===== config.mk =====
export PLATFORM = sky130hd
export DESIGN_NAME = prim_skid_reg
export DESIGN_NICKNAME = d
export VERILOG_FILES = /design/src/rtl/prim_skid_reg.sv
export SDC_FILE = /design/constraint.sdc
export NUM_CORES = 1
export LEC_CHECK = 0
export CORE_MARGIN = 3
export CORE_UTILIZATION = 53
export DETAILED_ROUTE_END_ITERATION = 12
export PLACE_DENSITY = 0.87
export RECOVER_POWER = 100
export SYNTH_ARGS = -nofsm -noshare
export SYNTH_HDL_FRONTEND = slang
export SYNTH_SLANG_ARGS = --single-unit
export TNS_END_PERCENT = 20

===== constraint.sdc =====
create_clock -name clk_i -period 3 [get_ports clk_i]
set_input_delay 0.45 -clock clk_i [delete_from_list [all_inputs] [get_ports clk_i]]
set_output_delay 0.45 -clock clk_i [all_outputs]
set_load 0.01 [all_outputs]

===== src/rtl/prim_skid_reg.sv =====
// prim_skid_reg
//   Registered valid/ready slice with a two-entry skid store. Both the forward
//   (valid/data) and the backward (ready) paths are cut by flops, so it can sit
//   on interfaces that carry backpressure. No data transformation, one clock.
//
// Ports
//   clk_i        clock, all state changes on rising edge
//   rst_i        synchronous active-high reset (wins over flush_i)
//   flush_i      synchronous clear of all stored beats
//   valid_i      upstream beat present
//   ready_o      slice can accept a beat
//   data_i       upstream beat
//   valid_o      downstream beat present
//   ready_i      downstream accepts the beat
//   data_o       downstream beat (main register)
//   occupancy_o  stored beats, 0..2 (equals the state encoding)
module prim_skid_reg #(
    parameter int unsigned       Width      = 32,
    parameter logic [Width-1:0]  ResetValue = '0
) (
    input  logic             clk_i,
    input  logic             rst_i,
    input  logic             flush_i,
    input  logic             valid_i,
    output logic             ready_o,
    input  logic [Width-1:0] data_i,
    output logic             valid_o,
    input  logic             ready_i,
    output logic [Width-1:0] data_o,
    output logic [1:0]       occupancy_o
);

    if (Width == 0) begin : g_bad_width
        $error("prim_skid_reg: Width must be at least 1");
    end

    typedef enum logic [1:0] {
        StEmpty = 2'd0,
        StBusy  = 2'd1,
        StFull  = 2'd2
    } state_e;

    state_e           state_q;
    logic [Width-1:0] main_q;
    logic [Width-1:0] skid_q;
    logic             acc;
    logic             pop;

    // Handshake outputs decode from the state register only; rst_i is the one
    // combinational term so nothing is taken while reset is held.
    assign ready_o     = (state_q != StFull) && !rst_i;
    assign valid_o     = (state_q != StEmpty);
    assign data_o      = main_q;
    assign occupancy_o = state_q;

    assign acc = valid_i && ready_o;
    assign pop = valid_o && ready_i;

    always_ff @(posedge clk_i) begin
        if (rst_i) begin
            state_q <= StEmpty;
            main_q  <= ResetValue;
            skid_q  <= ResetValue;
        end else if (flush_i) begin
            // A pop this cycle already completed downstream; an accept is dropped.
            state_q <= StEmpty;
            main_q  <= ResetValue;
            skid_q  <= ResetValue;
        end else begin
            case (state_q)
                StEmpty: begin
                    if (acc) begin
                        main_q  <= data_i;
                        state_q <= StBusy;
                    end
                end
                StBusy: begin
                    if (acc && pop) begin
                        main_q <= data_i;
                    end else if (acc) begin
                        // Consumer stalled: park the new beat behind main.
                        skid_q  <= data_i;
                        state_q <= StFull;
                    end else if (pop) begin
                        // main keeps its stale value; it is not observed while empty.
                        state_q <= StEmpty;
                    end
                end
                StFull: begin
                    if (pop) begin
                        main_q  <= skid_q;
                        state_q <= StBusy;
                    end
                end
                default: state_q <= StEmpty;
            endcase
        end
    end

    always_ff @(posedge clk_i) begin
        if (!rst_i) begin
            assert (occupancy_o != 2'd3);
        end
    end

endmodule

==> impl.org, run 1 <==
** Synth
- Fraction of the mapped netlist area in compound gates :: 30.6%
- Post-synth cell types :: 26
- The share of the Yosys chip area taken by registers is 43.7%.
- During synthesis, Yosys emitted a total of 0 warnings.
- By area the synthesized netlist is led by sky130_fd_sc_hd__dfxtp_1 (44%), sky130_fd_sc_hd__mux2i_1 (11%), sky130_fd_sc_hd__a311oi_1 (9.3%), sky130_fd_sc_hd__a211oi_1 (5.5%), sky130_fd_sc_hd__a21oi_1 (5.5%).
- Xor and xnor area share after synthesis :: 0%
- In this run, synthesis produced a sequential element count of 66.
- Of the total synthesized cell area, the portion taken by AND, OR, NAND and NOR gates is 8.20%.
- Top-area cell type share of the netlist area :: 43.7%
- Counting every net in the synthesized netlist gives 358.
- The synthesized netlist occupies a cell area of 3020 sq um.
- sky130_fd_sc_hd__dfxtp_1 takes more of the synthesized area than any other cell.
- A synthesized cell averages 9.41 sq um.
- The portion of synthesized area spent on multiplexers is 10.9%.
- Adder-cell share of the synthesized area :: 0%
- Main combinational cell family by area after synthesis :: compound AO/OA/AOI/OAI gates
- Post-synthesis cell count :: 321

** Drt
- Post-detailed-route count of antenna-violating nets :: 0
- The final route contains 2870 vias.
- DRC errors left :: 0
- Initial DRC Count :: 231
- Dividing the detail-routed via count by the number of cells gives 6.42.
- After detailed routing, the average wire length per cell comes to 18.8 microns.
- The final layout contains routed wiring with a total length of 8400 microns.
- The pre-antenna-repair detailed-routing pass consisted of 5 iterations.

** Timing
- Final setup violating endpoints :: 0
- Highest attainable clock frequency :: 393 MHz
- For the final routed database, the setup TNS stands at 0 ps.
- In the finished design, the share of the clock period the worst path needs comes to 84.8%.
- Setup Skew :: 9.21 ps
- The final hold violation count is 0.
- Worst-Margin Slew :: 1540 ps
- In the post-route analysis, the smallest setup slack over all paths is 456 ps.
- The total count of max-transition violations in the final report was 27.
- Measured against its own limit, the worst slew margin works out to -2.95%.
- Minimum clock period :: 2540 ps
- Setup repair after global routing left no endpoint under its margin.

** Hold path
- The min-delay analysis places its worst path in the category flip-flop to flip-flop.
- The worst hold path begins at skid_q[11]$_SDFFE_PP0P_.
- Cell depth of the worst hold path :: 2
- Endpoint, Worst Hold :: skid_q[11]$_SDFFE_PP0P_

** Job
- Maximum capacitance violations :: 1

** Place
- Port buffering added 72 buffers.
- Sum of net half-perimeters after detailed placement :: 5210 microns
- The congestion estimate from routability-driven global placement came to 0.834.
- Before CTS, the worst setup slack after placement is 485 ps.
- Number of placed instances with taps included :: 431

** Final layout
- Net count, final :: 409
- From synthesis to final layout, the design area changed by 29.9%.
- Final cell count without fillers :: 447
- Number of antenna repair diodes :: 0
- Share of post-route cells with drive strength above 1 :: 9.02%

** Status
- The final reports fail on max-capacitance violations, max-slew violations.
- The flow ran to the end, but the final reports show violations.

** Floorplan
- Standard cell core area :: 5300 sq um
- Initial Utilization :: 57.0%
- Chip width :: 81.5 microns
- Pin placement for this block handled 73 I/O pins.
- Height of the chip :: 81.5 microns
- Number of placement rows :: 26
- Die outline area :: 6640 sq um

** Clock tree
- Number of setup buffers added after CTS :: 0
- Worst-Skew Late Latency :: 350 ps
- After clock tree synthesis, the clock-pin slew on the worst setup and hold paths is 70 ps.
- Clock tree synthesis selected as its root buffer the cell sky130_fd_sc_hd__clkbuf_8.
- Counting the buffers created by CTS gives 9.
- Total number of H-tree levels :: 3
- The clock passes through at most 2 buffers.
- The clock drives 66 sinks.
- Clock tree from TritonCTS :: done
- In this run, post-CTS hold repair placed 0 buffers.
- Number of instances resized during post-cts repair :: 0

** Global route
- Maximum number of pins on one net before global-route repair :: 66
- Combined global-route utilization of all metal layers :: 26.5%
- Number of global-route vias before repair :: 2781
- Final global-route overflow total :: 0
- The initial antenna violation count came to 0.
- The first global-routing pass estimated 13400 microns of wire.

** Critical path
- Worst Reg2Reg Path Length in Cells :: 4
- By startpoint and endpoint, the worst setup path is classified as primary input to flip-flop.
- Setup slack of the most critical reg-to-reg path :: 790 ps
- For the worst setup path, the data arrival time is 2790 ps.
- The worst register-to-register path ends at data_o[15]$_SDFFE_PP0P_.
- For the worst setup path, the data required time is 3250 ps.
- The worst setup path is launched from a primary input.
- Startpoint of the lowest-slack register-to-register path :: occupancy_o[1]$_SDFFE_PP0P_
- Setup crit end kind :: flip-flop
- Maximum fanout encountered on the critical timing path :: 40

** Pwr
- For this design the static power due to leakage is 1.58 nW.
- IR analysis of the VDD net gives a maximum drop of 0.476 mV.
- The completed layout was analyzed and its total power is 1.95 mW.
- Total power divided by cell area :: 496 nW/um^2
worst max-delay path, stage by stage:
cell                              delay, ps
sky130_fd_sc_hd__clkdlybuf4s50_1        640
sky130_fd_sc_hd__or2_0                 1190
sky130_fd_sc_hd__buf_12                 310
sky130_fd_sc_hd__o21ba_2                180
routing by layer:
layer | GRT usage (%) | part of all wire [%]
met2 | 45.5 | 53
met5 | 0 | 0
met1 | 30.2 | 38
met3 | 8.33 | 6.4
met4 | 11.1 | 2.6
cell usage after synthesis, drive strengths merged:
cell     instances
a211oi          32
a21oi           33
a2bb2oi          1
a311oi          32
a31o             1
and3b            1
buf             14
clkbuf          30
dfxtp           66
inv              1
mux2i           33
nand2            1
nand2b           2
nand3           32
nand4bb          1
nor2             2
nor2b            2
nor4bb           1
o21ai           32
o21ba            1
or2              2
or3b             1
flip-flops by register name, summed over array words and instances (netlist names):
signal	cells
data_o	32
skid_q	32
occupancy_o	2
area by class of cell:
class                      count  area, sq um
multi-input combinational    210         1470
fill                         386         1380
sequential                    66         1320
timing repair buffer          84          823
clock buffer                  11          141
tap                           70         87.6
clock inverter                 5         77.6
inverter                       1         3.75
power by group:
part           switching (mW)  total [mW]  internal (mW)  leakage (nW)
Clock                   0.350       0.838          0.488         0.109
Combinational          0.0974       0.207          0.110         0.940
Sequential             0.0110       0.904          0.893         0.534
metrics by stage:
stage | utilization, % | instance area (sq um) | hold slack [ps]
finish | 74.0 | 3930 | 476
global route | 74.0 | 3930 | 490
CTS | 75.0 | 3980 | 475
detailed placement | 70.9 | 3760 | 466
global placement | 70.9 | 3760 | 459
floorplan | - | 3020 | 453
placed cells by master, fill, tap and decap left out, drive strengths merged, types with 2 or more instances in the layout:
| cell | synthesis | routed |
|---|---|---|
| a211oi | 32 | 32 |
| a21oi | 33 | 33 |
| a311oi | 32 | 32 |
| buf | 14 | 12 |
| bufinv | 0 | 2 |
| clkbuf | 30 | 11 |
| clkdlybuf4s50 | 0 | 36 |
| clkinv | 0 | 2 |
| dfxtp | 66 | 66 |
| dlygate4sd3 | 0 | 36 |
| mux2i | 33 | 33 |
| nand2b | 2 | 2 |
| nand3 | 32 | 32 |
| nor2 | 2 | 2 |
| nor2b | 2 | 2 |
| o21ai | 32 | 32 |
| or2 | 2 | 2 |
how the worst max path moves through the flow:
stage / slack [ps] / to / start / cells after the start
2_1_floorplan: 1350 / ready_o / occupancy_o[0]$_SDFFE_PP0P_ / 4
3_3_place_gp: 530 / data_o[14]$_SDFFE_PP0P_ / ready_i / 5
3_5_place_dp: 490 / data_o[15]$_SDFFE_PP0P_ / ready_i / 5
4_1_cts: 630 / ready_o / occupancy_o[1]$_SDFFE_PP0P_ / 3
5_1_grt: 320 / occupancy_o[0]$_SDFFE_PP0P_ / rst_i / 4
6_report: 460 / occupancy_o[0]$_SDFFE_PP0P_ / rst_i / 4
cells by family after synthesis:
group,Yosys count
flip-flops,66
AND/OR/NAND/NOR,45
multiplexers,33
AO/OA/AOI/OAI,132
buffers and inverters,45
Power figures use the tool's default switching activity.
==> run 2, diff against run 1 <==
--- a/config.mk
+++ b/config.mk
@@ -6,9 +6,9 @@
 export NUM_CORES = 1
 export LEC_CHECK = 0
 export CORE_MARGIN = 3
-export CORE_UTILIZATION = 53
+export CORE_UTILIZATION = 49
 export DETAILED_ROUTE_END_ITERATION = 12
-export PLACE_DENSITY = 0.87
+export PLACE_DENSITY = 0.81
 export RECOVER_POWER = 100
 export SYNTH_ARGS = -nofsm -noshare
 export SYNTH_HDL_FRONTEND = slang
==> constraint.sdc (replaced) <==
create_clock -name clk_i -period 2.5 [get_ports clk_i]
set_input_delay 0.375 -clock clk_i [delete_from_list [all_inputs] [get_ports clk_i]]
set_output_delay 0.375 -clock clk_i [all_outputs]
set_load 0.01 [all_outputs]
==> run 2 against run 1 <==
Against the previous run: the flow now finishes without violations; hold slack better by 1.9 ps; largest cell class unchanged; cell area up 1.3%; register-to-register slack worse by 460 ps; highest routed layer unchanged; combinational power up 28%; clock skew down 6.9 ps; via count up 0.52%; first-iteration DRC count down 23%.
==> impl.org, run 2 (synthesis results as in run 1) <==
** Global route
- Entering global routing, the biggest net connects 67 pins.
- The via count of the first global-routing pass came to 2870.
- Global routing used 24.2% of the available tracks across all layers.
- The initial antenna violation count came to 0.
- Summed over all layers, the global routing overflow is 0.
- The first global-routing pass estimated 14200 microns of wire.

** Final layout
- The repair_antennas step left the layout with diodes totalling 0.
- For this run, the post-layout net count is 417.
- Final cell utilization of the core :: 69.2%
- The area growth from synthesis to layout is 31.6%.
- Final cell count without fillers :: 454
- Leaving out fill and tap cells, the most frequent cell in the layout is sky130_fd_sc_hd__dfxtp_1.
- The post-route netlist has 12.6% of its cells at a drive strength greater than 1.
- The top cell types in the final layout, fill and taps aside, are sky130_fd_sc_hd__dfxtp_1 (66), sky130_fd_sc_hd__dlygate4sd3_1 (37), sky130_fd_sc_hd__clkdlybuf4s50_1 (35), sky130_fd_sc_hd__mux2i_1 (33), sky130_fd_sc_hd__a21oi_1 (33).

** Clock tree
- Hold repair after CTS inserted 0 buffers.
- Once the clock tree was built, the setup fixing pass inserted 0 buffers.
- Number of sinks on the clock net :: 66
- TritonCTS built the clock tree.
- Total number of H-tree levels :: 3
- Clock root buffer master :: sky130_fd_sc_hd__clkbuf_8
- Number of instances resized during post-cts repair :: 0
- Clock-pin slew on the worst setup and hold paths :: 60 ps
- Maximum buffer depth of the clock tree :: 2
- Worst-Skew Late Latency :: 330 ps
- Counting the buffers created by CTS gives 9.

** Critical path
- The slowest stage of the critical path belongs to the cell sky130_fd_sc_hd__dfxtp_1.
- In this run the worst path has a maximum fanout of 15.
- Walking the worst path, the cells encountered are nand2b_2, nor2b_1, dlygate4sd3_1.
- The worst register-to-register path begins at occupancy_o[1]$_SDFFE_PP0P_.
- Setup crit start kind :: flip-flop
- The most critical setup path has its startpoint at occupancy_o[1]$_SDFFE_PP0P_.
- The worst setup path is captured at a primary output.
- Worst Reg2Reg Path Length in Cells :: 4
- The setup path with the least slack is of type flip-flop to primary output.
- Worst stage delay on the critical path :: 650 ps
- Setup slack on the worst reg-to-reg path comes out at 330 ps.
- Critical Path Sink :: ready_o
- At the worst endpoint, the required time is 2120 ps.
- Data on the critical path arrives at its endpoint at 1830 ps.
- The worst register-to-register path ends at data_o[4]$_SDFFE_PP0P_.

** Floorplan
- Die outline area :: 7140 sq um
- During I/O placement, the number of pins put on the boundary was 73.
- The die is 84.5 microns tall.
- The total area inside the core boundary comes to 5740 sq um.
- Chip width :: 84.5 microns
- Number of placement rows :: 27
- Initial Utilization :: 52.6%

** Drt
- For this block, the initial DRC count from the detailed router was 179.
- DRC errors left :: 0
- Total via count in the routed design :: 2885
- The first TritonRoute pass finished after 4 iterations.
- Summed over all layers, the routed wires come to 8530 microns.
- WL per Instance :: 18.8 microns
- Dividing the detail-routed via count by the number of cells gives 6.35.
- Post-detailed-route count of antenna-violating nets :: 0

** Status
- The run finished with clean final reports.

** Timing
- Setup repair after global routing left no endpoint under its margin.
- Setup violations remaining at the end of the flow were counted as 0.
- Minimum clock period :: 2210 ps
- For the final routed database, the setup TNS stands at 0 ps.
- Setup Skew :: 2.26 ps
- The worst path uses 88.4% of the clock period.
- Worst hold margin :: 478 ps
- Final Hold Vio Count :: 0
- The total count of max-transition violations in the final report came to 0.
- Highest attainable clock frequency :: 453 MHz
- Headroom to the max-slew limit :: 49.2%
- At the pin with the least slew margin, the transition time is 761 ps.

** Job
- Maximum capacitance violations :: 0

** Place
- Final estimated routing congestion in global placement :: 0.783
- Port Buffer Count :: 72
- After legalization and detailed placement, the total HPWL measured 5170 microns.
- Number of placed instances with taps included :: 441

** Pwr
- Leakage :: 1.60 nW
- VDD IR-drop max :: 0.427 mV
- For this design the ratio of total power to cell area is 532 nW/um^2.
- Total power for the finished layout comes to 2.12 mW.

** Hold path
- The min-delay analysis places its worst path in the category flip-flop to flip-flop.
[run 2: stage by stage]
stage	setup WS, ps	instance area (sq um)
after floorplan	927	3020
after global placement	413	3820
after detailed placement	400	3820
after CTS	396	3980
after global routing	171	3980
final	290	3980
[run 2: cell type report]
cell class                 instances  area, sq um
multi-input combinational        210         1520
tap                               72         90.1
clock buffer                      13          159
timing repair buffer              92          881
inverter                           1         3.75
sequential                        66         1320
fill                             496         1770
[run 2: worst min path at each step]
stage	start	end	slack [ps]	cells after the start
floorplan	skid_q[31]$_SDFFE_PP0P_	skid_q[31]$_SDFFE_PP0P_	450	2
global placement	skid_q[24]$_SDFFE_PP0P_	skid_q[24]$_SDFFE_PP0P_	460	2
detailed placement	skid_q[2]$_SDFFE_PP0P_	skid_q[2]$_SDFFE_PP0P_	470	2
finish	skid_q[5]$_SDFFE_PP0P_	skid_q[5]$_SDFFE_PP0P_	480	2
CTS	skid_q[2]$_SDFFE_PP0P_	skid_q[2]$_SDFFE_PP0P_	470	2
global route	skid_q[2]$_SDFFE_PP0P_	skid_q[2]$_SDFFE_PP0P_	500	2
[run 2: layer usage]
layer  routed length, microns  vias up  share of wire, %  global-route usage (%)
met5                        0        -                 0                       0
met4                       47        0              0.55                    5.90
met3                      547        5               6.4                    6.28
met2                     4160      106                49                    39.4
met1                     3770     1421                44                    32.1
li1                         -     1353                 -                       -
[run 2: power by group]
part / switching, mW / internal, mW
registers: 0.0134 / 1.07
clock network: 0.366 / 0.399
logic: 0.127 / 0.138
[run 2: critical path, delay by kind of cell (launching register included)]
kind                   cells  cell delay, ps
flip-flops                 1             650
buffers and inverters      1             600
AND/OR/NAND/NOR            2             250
==> run 3, diff against run 2 <==
--- a/config.mk
+++ b/config.mk
@@ -5,10 +5,11 @@
 export SDC_FILE = /design/constraint.sdc
 export NUM_CORES = 1
 export LEC_CHECK = 0
+export ABC_AREA = 1
 export CORE_MARGIN = 3
-export CORE_UTILIZATION = 49
+export CORE_UTILIZATION = 50
 export DETAILED_ROUTE_END_ITERATION = 12
-export PLACE_DENSITY = 0.81
+export PLACE_DENSITY = 0.82
 export RECOVER_POWER = 100
 export SYNTH_ARGS = -nofsm -noshare
 export SYNTH_HDL_FRONTEND = slang
==> run 3 against run 2 <==
Against the previous run: clock skew rose by 2.1 ps; flip-flop and latch count did not move; sequential share of layout area fell by 0.68 points; synthesized cell count rose by 49%; sequential power barely moved; global-route usage fell by 1.5 points; fmax rose by 0.20%; final cell count rose by 35%; cell area rose by 2.1%; via count rose by 14%; total power rose by 1.2%; hold slack got worse by 3.6 ps.
==> impl.org, run 3 <==
** Floorplan
- The die is 85.3 microns wide.
- The die covers 7280 sq um.
- In this run the count of I/O pins placed on the die edge is 73.
- After floorplanning, the core was divided into 28 placement rows.
- Standard cell core area :: 5990 sq um
- Initial Utilization :: 52.5%
- Height of the chip :: 85.3 microns

** Pwr
- Internal Pwr Total :: 1.58 mW
- Fraction of power spent switching nets :: 26.2%
- The worst-case IR drop observed on VDD is 0.345 mV.
- Summed over all cells, the static leakage comes to 1.89 nW.
- Net switching power of the design :: 561 uW
- Per report_power, the clock group accounts for 36.7% of the total.
- Registers are responsible for 50.5% of the overall power.
- Logic pwr share :: 12.8%
- Total power divided by cell area :: 527 nW/um^2

** Global route
- Final global-route overflow total :: 0
- Met3 routing resource usage after global routing :: 3.98%
- Entering global routing, the biggest net connects 59 pins.
- Global-route layer with the greatest usage :: met2
- The via count of the first global-routing pass came to 2924.
- Global routing consumed, on the met1 layer, 30.5% of the routing resources.
- Global routing used 36.2% of the available met2 tracks.
- In the global route stage, overall resource usage came out at 22.7%.
- The initial antenna violation count is 0.
- The first global-routing pass estimated 13500 microns of wire.

** Timing
- Setup Skew :: 4.38 ps
- Headroom to the max-slew limit :: 59.5%
- Minimum clock period :: 2210 ps
- Slew Limit Fails :: 0
- Based on the critical path, the design can be clocked at up to 453 MHz.
- Worst-Margin Slew :: 607 ps
- Final setup TNS :: 0 ps
- Hold is met by 475 ps.
- Setup violations remaining at the end of the flow were counted as 0.
- The worst path uses 88.2% of the clock period.
- Final Hold Vio Count :: 0
- Setup repair after global routing missed its margin :: no

** Drt
- Before antenna repair, the detailed router went through 4 iterations.
- Initial DRC Count :: 267
- In the final routed layout, each cell accounts on average for 13.3 microns.
- Detailed routing inserted a total of 3297 vias.
- Via density per instance :: 5.36
- The count of nets left with antenna violations once routing finished came out at 0.
- For this block, the routed nets add up to 8200 microns of wire.
- DRC errors left :: 0

** Final layout
- Number of antenna repair diodes :: 0
- Leaving out fill and tap cells, the most frequent cell in the layout is sky130_fd_sc_hd__nand2_1.
- Net count, final :: 572
- Share of post-route cells with drive strength above 1 :: 6.85%
- Growth of design area from synthesis to finish :: 29.0%
- Fillers :: 549
- In the layout the commonest cells are sky130_fd_sc_hd__nand2_1 (100), sky130_fd_sc_hd__nor2_1 (66), sky130_fd_sc_hd__dfxtp_1 (66), sky130_fd_sc_hd__nand3_1 (65), sky130_fd_sc_hd__clkdlybuf4s50_1 (37).

** Critical path
- Cell-by-cell trace of the critical path :: inv_2, nand2_1, dlygate4sd3_1
- Required time at the worst-slack endpoint :: 2120 ps
- Type of the setup path with the least slack :: flip-flop to primary output
- Worst stage delay on the critical path :: 640 ps
- Maximum fanout encountered on the critical timing path :: 21
- STA classifies the critical path startpoint as a flip-flop.
- The worst setup path is captured at a primary output.
- Critical path arrival :: 1830 ps
- CP max-delay cell :: sky130_fd_sc_hd__dlygate4sd3_1

** Synth
- Yosys mapped a number of flops with a built-in enable equal to 0.
- Among all cell types in the netlist, the one instantiated most often is sky130_fd_sc_hd__nand2_1.
- After synthesis, flip-flops and latches occupy 42.0% of the total area.
- Synthesis inferred 66 register bits.
- Main synth FF type :: sky130_fd_sc_hd__dfxtp_1
- Dividing the synthesized area by the synthesized cell count gives 6.58 sq um.
- Counting every instance in the synthesized netlist gives 478.
- In the synthesized netlist the async set-or-reset flop fraction comes to 0%.
- Cell types with the highest counts after synthesis :: sky130_fd_sc_hd__nand2_1 (102), sky130_fd_sc_hd__dfxtp_1 (66), sky130_fd_sc_hd__nor2_1 (66)
- After synthesis, the netlist uses 21 different library cells.
- Cell accounting for the most synthesized area :: sky130_fd_sc_hd__dfxtp_1
- In this run the cell area of the synthesized design comes to 3150 sq um.
- The number of nets in the synthesized netlist is 515.
- The Yosys step of the flow raised 0 warnings.
- Area contributors post-synth :: sky130_fd_sc_hd__dfxtp_1 (42%), sky130_fd_sc_hd__nand2_1 (12%), sky130_fd_sc_hd__nand3_1 (10%), sky130_fd_sc_hd__nor2_1 (7.9%), sky130_fd_sc_hd__a21oi_1 (5.2%)
- The synthesized design devotes to its leading area cell type 42.0% of total area.

** Hold path
- Min-delay worst type :: flip-flop to flip-flop

** Status
- The run finished with clean final reports.

** Clock tree
- Worst-Skew Late Latency :: 330 ps
- Counting every sink on the clock net gives 66.
- Number of setup buffers added after CTS :: 0
- In this run, CTS created clock tree buffers numbering 9.
- Clock tree from TritonCTS :: done
- Clock root buffer master :: sky130_fd_sc_hd__clkbuf_8
- Number of instances resized during post-cts repair :: 0
- After clock tree synthesis, the clock-pin slew on the worst setup and hold paths is 70 ps.
- The number of hold buffers added after CTS was 0.
- Total number of H-tree levels :: 3
- The clock passes through at most 2 buffers.

** Job
- Maximum capacitance violations :: 0

** Place
- The HPWL after detailed placement is 5430 microns.
- Final estimated routing congestion in global placement :: 0.822
- Port buffering added 72 buffers.
## run 3: changes by cell type in the layout (fill, tap and decap cells not counted), moves of 10 or more
cell / previous run / this run
sky130_fd_sc_hd__nor2_1: 2 / 66
sky130_fd_sc_hd__a311oi_1: 32 / 0
sky130_fd_sc_hd__nor3_1: 0 / 32
sky130_fd_sc_hd__a211oi_1: 22 / 0
sky130_fd_sc_hd__nand2_1: 1 / 100
sky130_fd_sc_hd__a211oi_2: 10 / 0
sky130_fd_sc_hd__mux2i_1: 33 / 0
sky130_fd_sc_hd__inv_1: 1 / 34
sky130_fd_sc_hd__nand3_1: 32 / 65
## run 3: routing by layer
layer / share of wire (%) / vias up
li1: - / 1651
met1: 44 / 1491
met2: 47 / 139
met3: 7.3 / 16
met4: 1.6 / 0
met5: 0 / -
## run 3: final timing paths
kind / start / end / slack [ps] / cells past startpoint
min: data_o[19]$_SDFFE_PP0P_ / data_o[19]$_SDFFE_PP0P_ / 470 / 2
max: occupancy_o[0]$_SDFFE_PP0P_ / valid_o / 290 / 3
min reg2reg: data_o[19]$_SDFFE_PP0P_ / data_o[19]$_SDFFE_PP0P_ / 470 / 2
max reg2reg: occupancy_o[0]$_SDFFE_PP0P_ / skid_q[24]$_SDFFE_PP0P_ / 360 / 8
## run 3: layout make-up
cell class | instances | area, sq um | share of cell area, %
Multi-Input combinational cell | 336 | 1510 | 37.1
Tap cell | 75 | 93.8 | 2.31
Inverter | 36 | 135 | 3.33
Sequential cell | 66 | 1320 | 32.6
Clock buffer | 10 | 138 | 3.39
Timing Repair Buffer | 86 | 831 | 20.5
Clock inverter | 6 | 32.5 | 0.801
## run 3: cell families after synthesis
logic type             Yosys count  share of synthesized area (%)
buffers and inverters           76                           10.4
AOI/OAI and AO/OA               67                           10.8
and+or+nand+nor                269                           36.8
DFF                             66                           42.0
## run 3: through the flow
step	util (%)	cells	area [sq um]	power [mW]	setup slack [ps]
final	67.8	615	4060	2.14	295
after CTS	68.1	615	4080	2.16	406
after floorplan	-	478	3150	1.25	1110
after global placement	65.3	599	3910	1.39	462
after global routing	67.8	615	4060	2.23	174
after detailed placement	65.3	599	3910	1.39	361
## run 3: power by group through the flow
stage / clock, mW / sequential (mW) / combinational [mW]
2_1_floorplan: 0 / 1.11 / 0.139
3_3_place_gp: 0 / 1.11 / 0.280
3_5_place_dp: 0 / 1.11 / 0.284
4_1_cts: 0.796 / 1.08 / 0.285
5_1_grt: 0.848 / 1.08 / 0.303
6_report: 0.784 / 1.08 / 0.274
## run 3: worst max-delay path: cells and delay by family, from the launching register on
kind          cells  cell delay [ps]
buf+inv           2              970
flops             1              350
simple gates      1              170
